## config.mk

```make
export PLATFORM = sky130hd
export DESIGN_NAME = mdio_read_seq_ctrl
export DESIGN_NICKNAME = d
export VERILOG_FILES = /design/src/rtl/mdio_read_seq_ctrl.sv
export SDC_FILE = /design/constraint.sdc
export NUM_CORES = 1
export LEC_CHECK = 0
export CORE_ASPECT_RATIO = 0.9
export CORE_MARGIN = 2
export CORE_UTILIZATION = 50
export CTS_CLUSTER_SIZE = 8
export DETAILED_ROUTE_END_ITERATION = 16
export GPL_ROUTABILITY_DRIVEN = 1
export GPL_TIMING_DRIVEN = 0
export PLACE_DENSITY = 0.78
export SLEW_MARGIN = 20
export SYNTH_ARGS = -nofsm -noshare
export SYNTH_HDL_FRONTEND = slang
export SYNTH_SLANG_ARGS = --single-unit
```

## constraint.sdc

```tcl
create_clock -name clk -period 4.9 [get_ports clk]
set_input_delay 0.49 -clock clk [delete_from_list [all_inputs] [get_ports clk]]
set_output_delay 0.49 -clock clk [all_outputs]
set_load 0.02 [all_outputs]
```

## src/rtl/mdio_read_seq_ctrl.sv

```systemverilog
// Bulk MDIO readback sequencer: walks data_sel/address space, issues one read per word,
// captures the fixed-latency result and hands {sel,addr,data} downstream over valid/ready.
module mdio_read_seq_ctrl #(
  parameter int ADDR_W = 15,
  parameter int SEL_W  = 7,
  parameter int RD_LAT = 3
) (
  input  logic              clk,
  input  logic              rstn,
  input  logic              start,
  input  logic              abort,
  input  logic              cfg_96path_en,
  input  logic [ADDR_W-1:0] cfg_addr_start,
  input  logic [ADDR_W-1:0] cfg_addr_end,
  input  logic [8:0]        rd_data,
  output logic              seq_rd_pulse,
  output logic [SEL_W-1:0]  seq_data_sel,
  output logic [ADDR_W-1:0] seq_mem_addr,
  output logic              out_valid,
  input  logic              out_ready,
  output logic [SEL_W-1:0]  out_sel,
  output logic [ADDR_W-1:0] out_addr,
  output logic [8:0]        out_data,
  output logic              busy,
  output logic              done,
  output logic              aborted
);

  localparam int CNT_W = (RD_LAT > 1) ? $clog2(RD_LAT) : 1;

  localparam logic [2:0] S_IDLE  = 3'd0;
  localparam logic [2:0] S_ISSUE = 3'd1;
  localparam logic [2:0] S_WAIT  = 3'd2;
  localparam logic [2:0] S_PUSH  = 3'd3;
  localparam logic [2:0] S_FIN   = 3'd4;

  logic [2:0]        state;
  logic [CNT_W-1:0]  wait_cnt;
  logic [ADDR_W-1:0] addr_first;
  logic [ADDR_W-1:0] addr_last;
  logic [SEL_W-1:0]  sel_last;
  logic              at_addr_last;
  logic              last_word;

  always_comb begin
    at_addr_last = (seq_mem_addr == addr_last);
    last_word    = at_addr_last && (seq_data_sel == sel_last);
  end

  always_ff @(posedge clk or negedge rstn) begin
    if (!rstn) begin
      state        <= S_IDLE;
      wait_cnt     <= '0;
      addr_first   <= '0;
      addr_last    <= '0;
      sel_last     <= '0;
      seq_rd_pulse <= 1'b0;
      seq_data_sel <= '0;
      seq_mem_addr <= '0;
      out_valid    <= 1'b0;
      out_sel      <= '0;
      out_addr     <= '0;
      out_data     <= '0;
      busy         <= 1'b0;
      done         <= 1'b0;
      aborted      <= 1'b0;
    end else begin
      seq_rd_pulse <= 1'b0;
      done         <= 1'b0;
      aborted      <= 1'b0;
      if (abort && (state != S_IDLE)) begin
        state     <= S_IDLE;
        out_valid <= 1'b0;
        busy      <= 1'b0;
        aborted   <= 1'b1;
      end else begin
        case (state)
          S_IDLE: begin
            if (start && !abort) begin
              addr_first   <= cfg_addr_start;
              // end below start collapses to a single address per sel
              addr_last    <= (cfg_addr_end < cfg_addr_start) ? cfg_addr_start : cfg_addr_end;
              sel_last     <= cfg_96path_en ? SEL_W'(95) : SEL_W'(47);
              seq_data_sel <= '0;
              seq_mem_addr <= cfg_addr_start;
              seq_rd_pulse <= 1'b1;
              busy         <= 1'b1;
              state        <= S_ISSUE;
            end
          end
          S_ISSUE: begin
            wait_cnt <= CNT_W'(RD_LAT - 1);
            state    <= S_WAIT;
          end
          S_WAIT: begin
            if (wait_cnt == '0) begin
              out_data  <= rd_data;
              out_sel   <= seq_data_sel;
              out_addr  <= seq_mem_addr;
              out_valid <= 1'b1;
              state     <= S_PUSH;
            end else begin
              wait_cnt <= wait_cnt - CNT_W'(1);
            end
          end
          S_PUSH: begin
            if (out_ready) begin
              out_valid <= 1'b0;
              if (last_word) begin
                done  <= 1'b1;
                state <= S_FIN;
              end else begin
                if (at_addr_last) begin
                  seq_mem_addr <= addr_first;
                  seq_data_sel <= seq_data_sel + SEL_W'(1);
                end else begin
                  seq_mem_addr <= seq_mem_addr + ADDR_W'(1);
                end
                seq_rd_pulse <= 1'b1;
                state        <= S_ISSUE;
              end
            end
          end
          S_FIN: begin
            busy  <= 1'b0;
            state <= S_IDLE;
          end
          default: begin
            busy  <= 1'b0;
            state <= S_IDLE;
          end
        endcase
      end
    end
  end

endmodule
```

==> summary.txt <==
Synthesis
  – Simple-gate portion of the synthesized area: 13.2%
  – Combinational family with the most area after synthesis: compound AO/OA/AOI/OAI gates
  – Synthesized area per cell: 10.2 sq um
  – Synthesized cell area: 0.00526 sq mm
  – Share of synthesized flip-flops with an asynchronous set or reset: 100%
  – Compound-Gate Fraction of Synth Area: 15.3%
  – Synthesis Warnings: 0
  – Ys flop type: dfrtp_1
  – Xor/xnor cell area share of the yosys netlist: 4.83%
  – Seq cells post-synth: 96
  – Post-Synthesis Cells: 516
  – Post-synth cell types: 49
  – Post-Synth Adder-Cell Area: 4.04%
  – Number of synthesized flops with an enable pin: 0
  – Mux cell area share after synthesis: 12.2%
  – Mapped Nets: 578
  – Fraction of the yosys area taken by sequential cells: 45.7%

STA
  – Min cycle time layout: 2.86 ns
  – RSZ-0062 raised after global routing: no
  – Worst slew pin tran: 0.725 ns
  – Max Transition Viols Final: 0
  – Fin crit share: 58.5%
  – Final worst slack: 2.04 ns
  – Hold Vio Cnt, Final: 0
  – Max Freq: 349 MHz
  – Final Skew: 0.00724 ns
  – Endpoints failing setup: 0
  – Worst slew margin relative to its limit: 51.4%

Critical path
  – Capturing point of the worst reg2reg path: seq_mem_addr[8]
  – Flop2flop setup slack: 2.08 ns
  – Setup crit start kind: input port
  – CP max stage cell: clkdlybuf4s50_1
  – Largest stage delay on the critical path: 0.58 ns
  – Worst-path fanout max: 10
  – Endpoint type of the worst setup path: register
  – Critical Path AT: 3.13 ns
  – Worst path required time: 5.16 ns
  – Worst R2R Start: seq_mem_addr[2]
  – Reg2reg path depth: 9
  – Critical path type: input port to register
  – Crit-path cells: clkdlybuf4s50_1 -> inv_1 -> ha_1 -> a21o_1 -> a21oi_1 -> nor2b_1 -> a211oi_1 -> clkbuf_1 -> nand3_1 -> a31oi_1

GRT
  – Global route overflow: 0
  – Vias in the first global route: 4472
  – GR peak layer: met2
  – Routing usage on met1: 34.2%
  – Met2 Use GR: 40.7%
  – Total Routing Usage GR: 24.7%
  – Initial antenna violation count: 0
  – M3 GR Usage: 3.05%
  – First-pass GRT wire length: 22400 microns
  – Largest net degree at the start of global routing: 78

Route
  – Vias: 4502
  – Routed wire length per instance: 17.9 microns
  – Vias/cell: 5.89
  – Router iterations before antenna repair: 5
  – Residual DRC count: 0
  – Post-route ant nets: 0
  – Routed wire length: 13700 microns
  – Iter 0 DRT Violations: 244

Placement
  – Placed insts: 747
  – Detailed Place HPWL: 10300 microns
  – I/O Buffers: 101
  – Final GP Congestion: 0.894
  – Pre-CTS setup slack: 1.71 ns

Die
  – # rows: 35
  – Die ar.: 0.0114 sq mm
  – Ports: 103
  – Initial Util: 51.3%
  – Width of the die: 112 microns
  – Core footprint: 0.0102 sq mm
  – Chip height: 101 microns

Hold path
  – WHS Path Cells: 1
  – Hold_sp: out_valid
  – Hold path endpoint: out_valid
  – Hold WC Path Type: register to register

Clocking
  – Postcts setup bufs: 0
  – Reg clk slew, reported paths: 0.07 ns
  – Clk buf depth: 2
  – CTS sink count: 96
  – Number of clock buffers inserted by TritonCTS: 9
  – CTS tree: built
  – Maximum level of the CTS H-tree: 3
  – Root Buffer: clkbuf_16
  – Clock Latency Late Sink: 0.34 ns

Final layout
  – Fin nets: 692
  – # diodes: 0
  – Core Util, Final: 66.6%
  – Share of cells above drive strength 1: 13.9%
  – Layout area overhead: 29.7%
  – Cell Count, Final, Fillers Out: 764

Power and ir drop
  – Total design power: 3.67 mW
  – Pleak: 2.88 nW
  – Pwr dens: 538 mW/mm^2
  – Peak supply drop: 0.000356 V

Job
  – Max-cap violations: 0

Status
  – Outcome: finished clean
through the flow:
step	cell area [sq um]	hold slack (ns)	setup TNS [ns]
floorplan	5260	0.194	0
global placement	6430	0.461	-10.92
detailed placement	6460	0.342	0
CTS	6820	0.485	0
global route	6820	0.502	0
finish	6820	0.483	0
synthesized netlist by cell type, types with 16 or more instances:
master | n | share of area [%]
ha_1 | 17 | 4.0
inv_1 | 24 | 1.7
a31oi_1 | 20 | 2.4
dfrtp_1 | 96 | 46
o31ai_1 | 16 | 2.3
nor3_1 | 16 | 1.5
a21oi_1 | 20 | 1.9
o21ai_0 | 34 | 3.2
mux2_2 | 52 | 11
nor2_1 | 26 | 1.9
nand3_1 | 26 | 2.5
xor2_1 | 19 | 3.2
nand2_1 | 24 | 1.7
clkbuf_1 | 24 | 1.7
worst max-delay path: cells and delay by family:
kind / cells / cell delay [ns]
compound gates: 4 / 1.08
buf+inv: 3 / 1.03
fa+ha+maj: 1 / 0.32
simple gates: 2 / 0.20
worst max path at each step:
stage / start / endpoint / slack, ns / depth (start not counted)
detailed placement: cfg_addr_start[12] / addr_last[6] / 1.71 / 10
finish: cfg_addr_start[12] / addr_last[6] / 2.04 / 10
CTS: cfg_addr_start[12] / addr_last[6] / 2.05 / 10
global route: cfg_addr_start[12] / addr_last[11] / 1.80 / 10
floorplan: seq_mem_addr[7] / seq_mem_addr[13] / 2.52 / 8
global placement: rstn / addr_last[12] / -0.12 / 1
cells by family after synthesis:
kind of cell,after synthesis
adders and majority gates,17
xor gates and xnor gates,29
muxes,56
and+or+nand+nor,130
AOI/OAI and AO/OA,126
buffers and inverters,62
DFF,96
report_power, final:
group	internal (mW)	total (mW)	switching, mW
clock	0.516	0.822	0.306
combinational	0.723	1.53	0.802
sequential	1.09	1.33	0.238
total	2.33	3.67	1.35
sequential cells by signal, indices dropped and copies added, names as in the netlist:
name	count
aborted	1
seq_mem_addr	15
out_valid	1
busy	1
seq_data_sel	7
done	1
state	3
addr_first	15
sel_last	3
wait_cnt	2
out_data	9
addr_last	15
out_addr	15
seq_rd_pulse	1
out_sel	7
metal layers:
layer	part of all wire (%)	wire length, microns	up-vias
li1	-	-	2113
met1	45	6120	2174
met2	46	6350	197
met3	7.4	1010	18
met4	1.6	214	0
met5	0	0	-
final cells by class:
type,instances,area (sq um)
clock inverters,6,113
multi-input cells,358,2610
plain buffers,37,154
repair buffers,103,1050
well taps,129,161
clock buffers,10,239
fillers,825,3420
inverters,25,93.8
flip-flops and latches,96,2400
placed cells by master, fill, tap and decap left out, types with 17 or more instances in the layout:
cell	instances
clkbuf_1	24
ha_1	17
a21oi_1	20
clkdlybuf4s50_1	100
nor2_1	26
xor2_1	19
nand3_1	26
inv_1	24
a31oi_1	20
mux2_2	52
o21ai_0	34
dfrtp_1	96
nand2_1	24
timing repair:
item,4_1_cts,5_1_grt
endpoints found under the hold margin,19,0
hold buffers,1,0
gates resized for setup,0,0
Note: power is estimated with default switching activity, not from simulation.
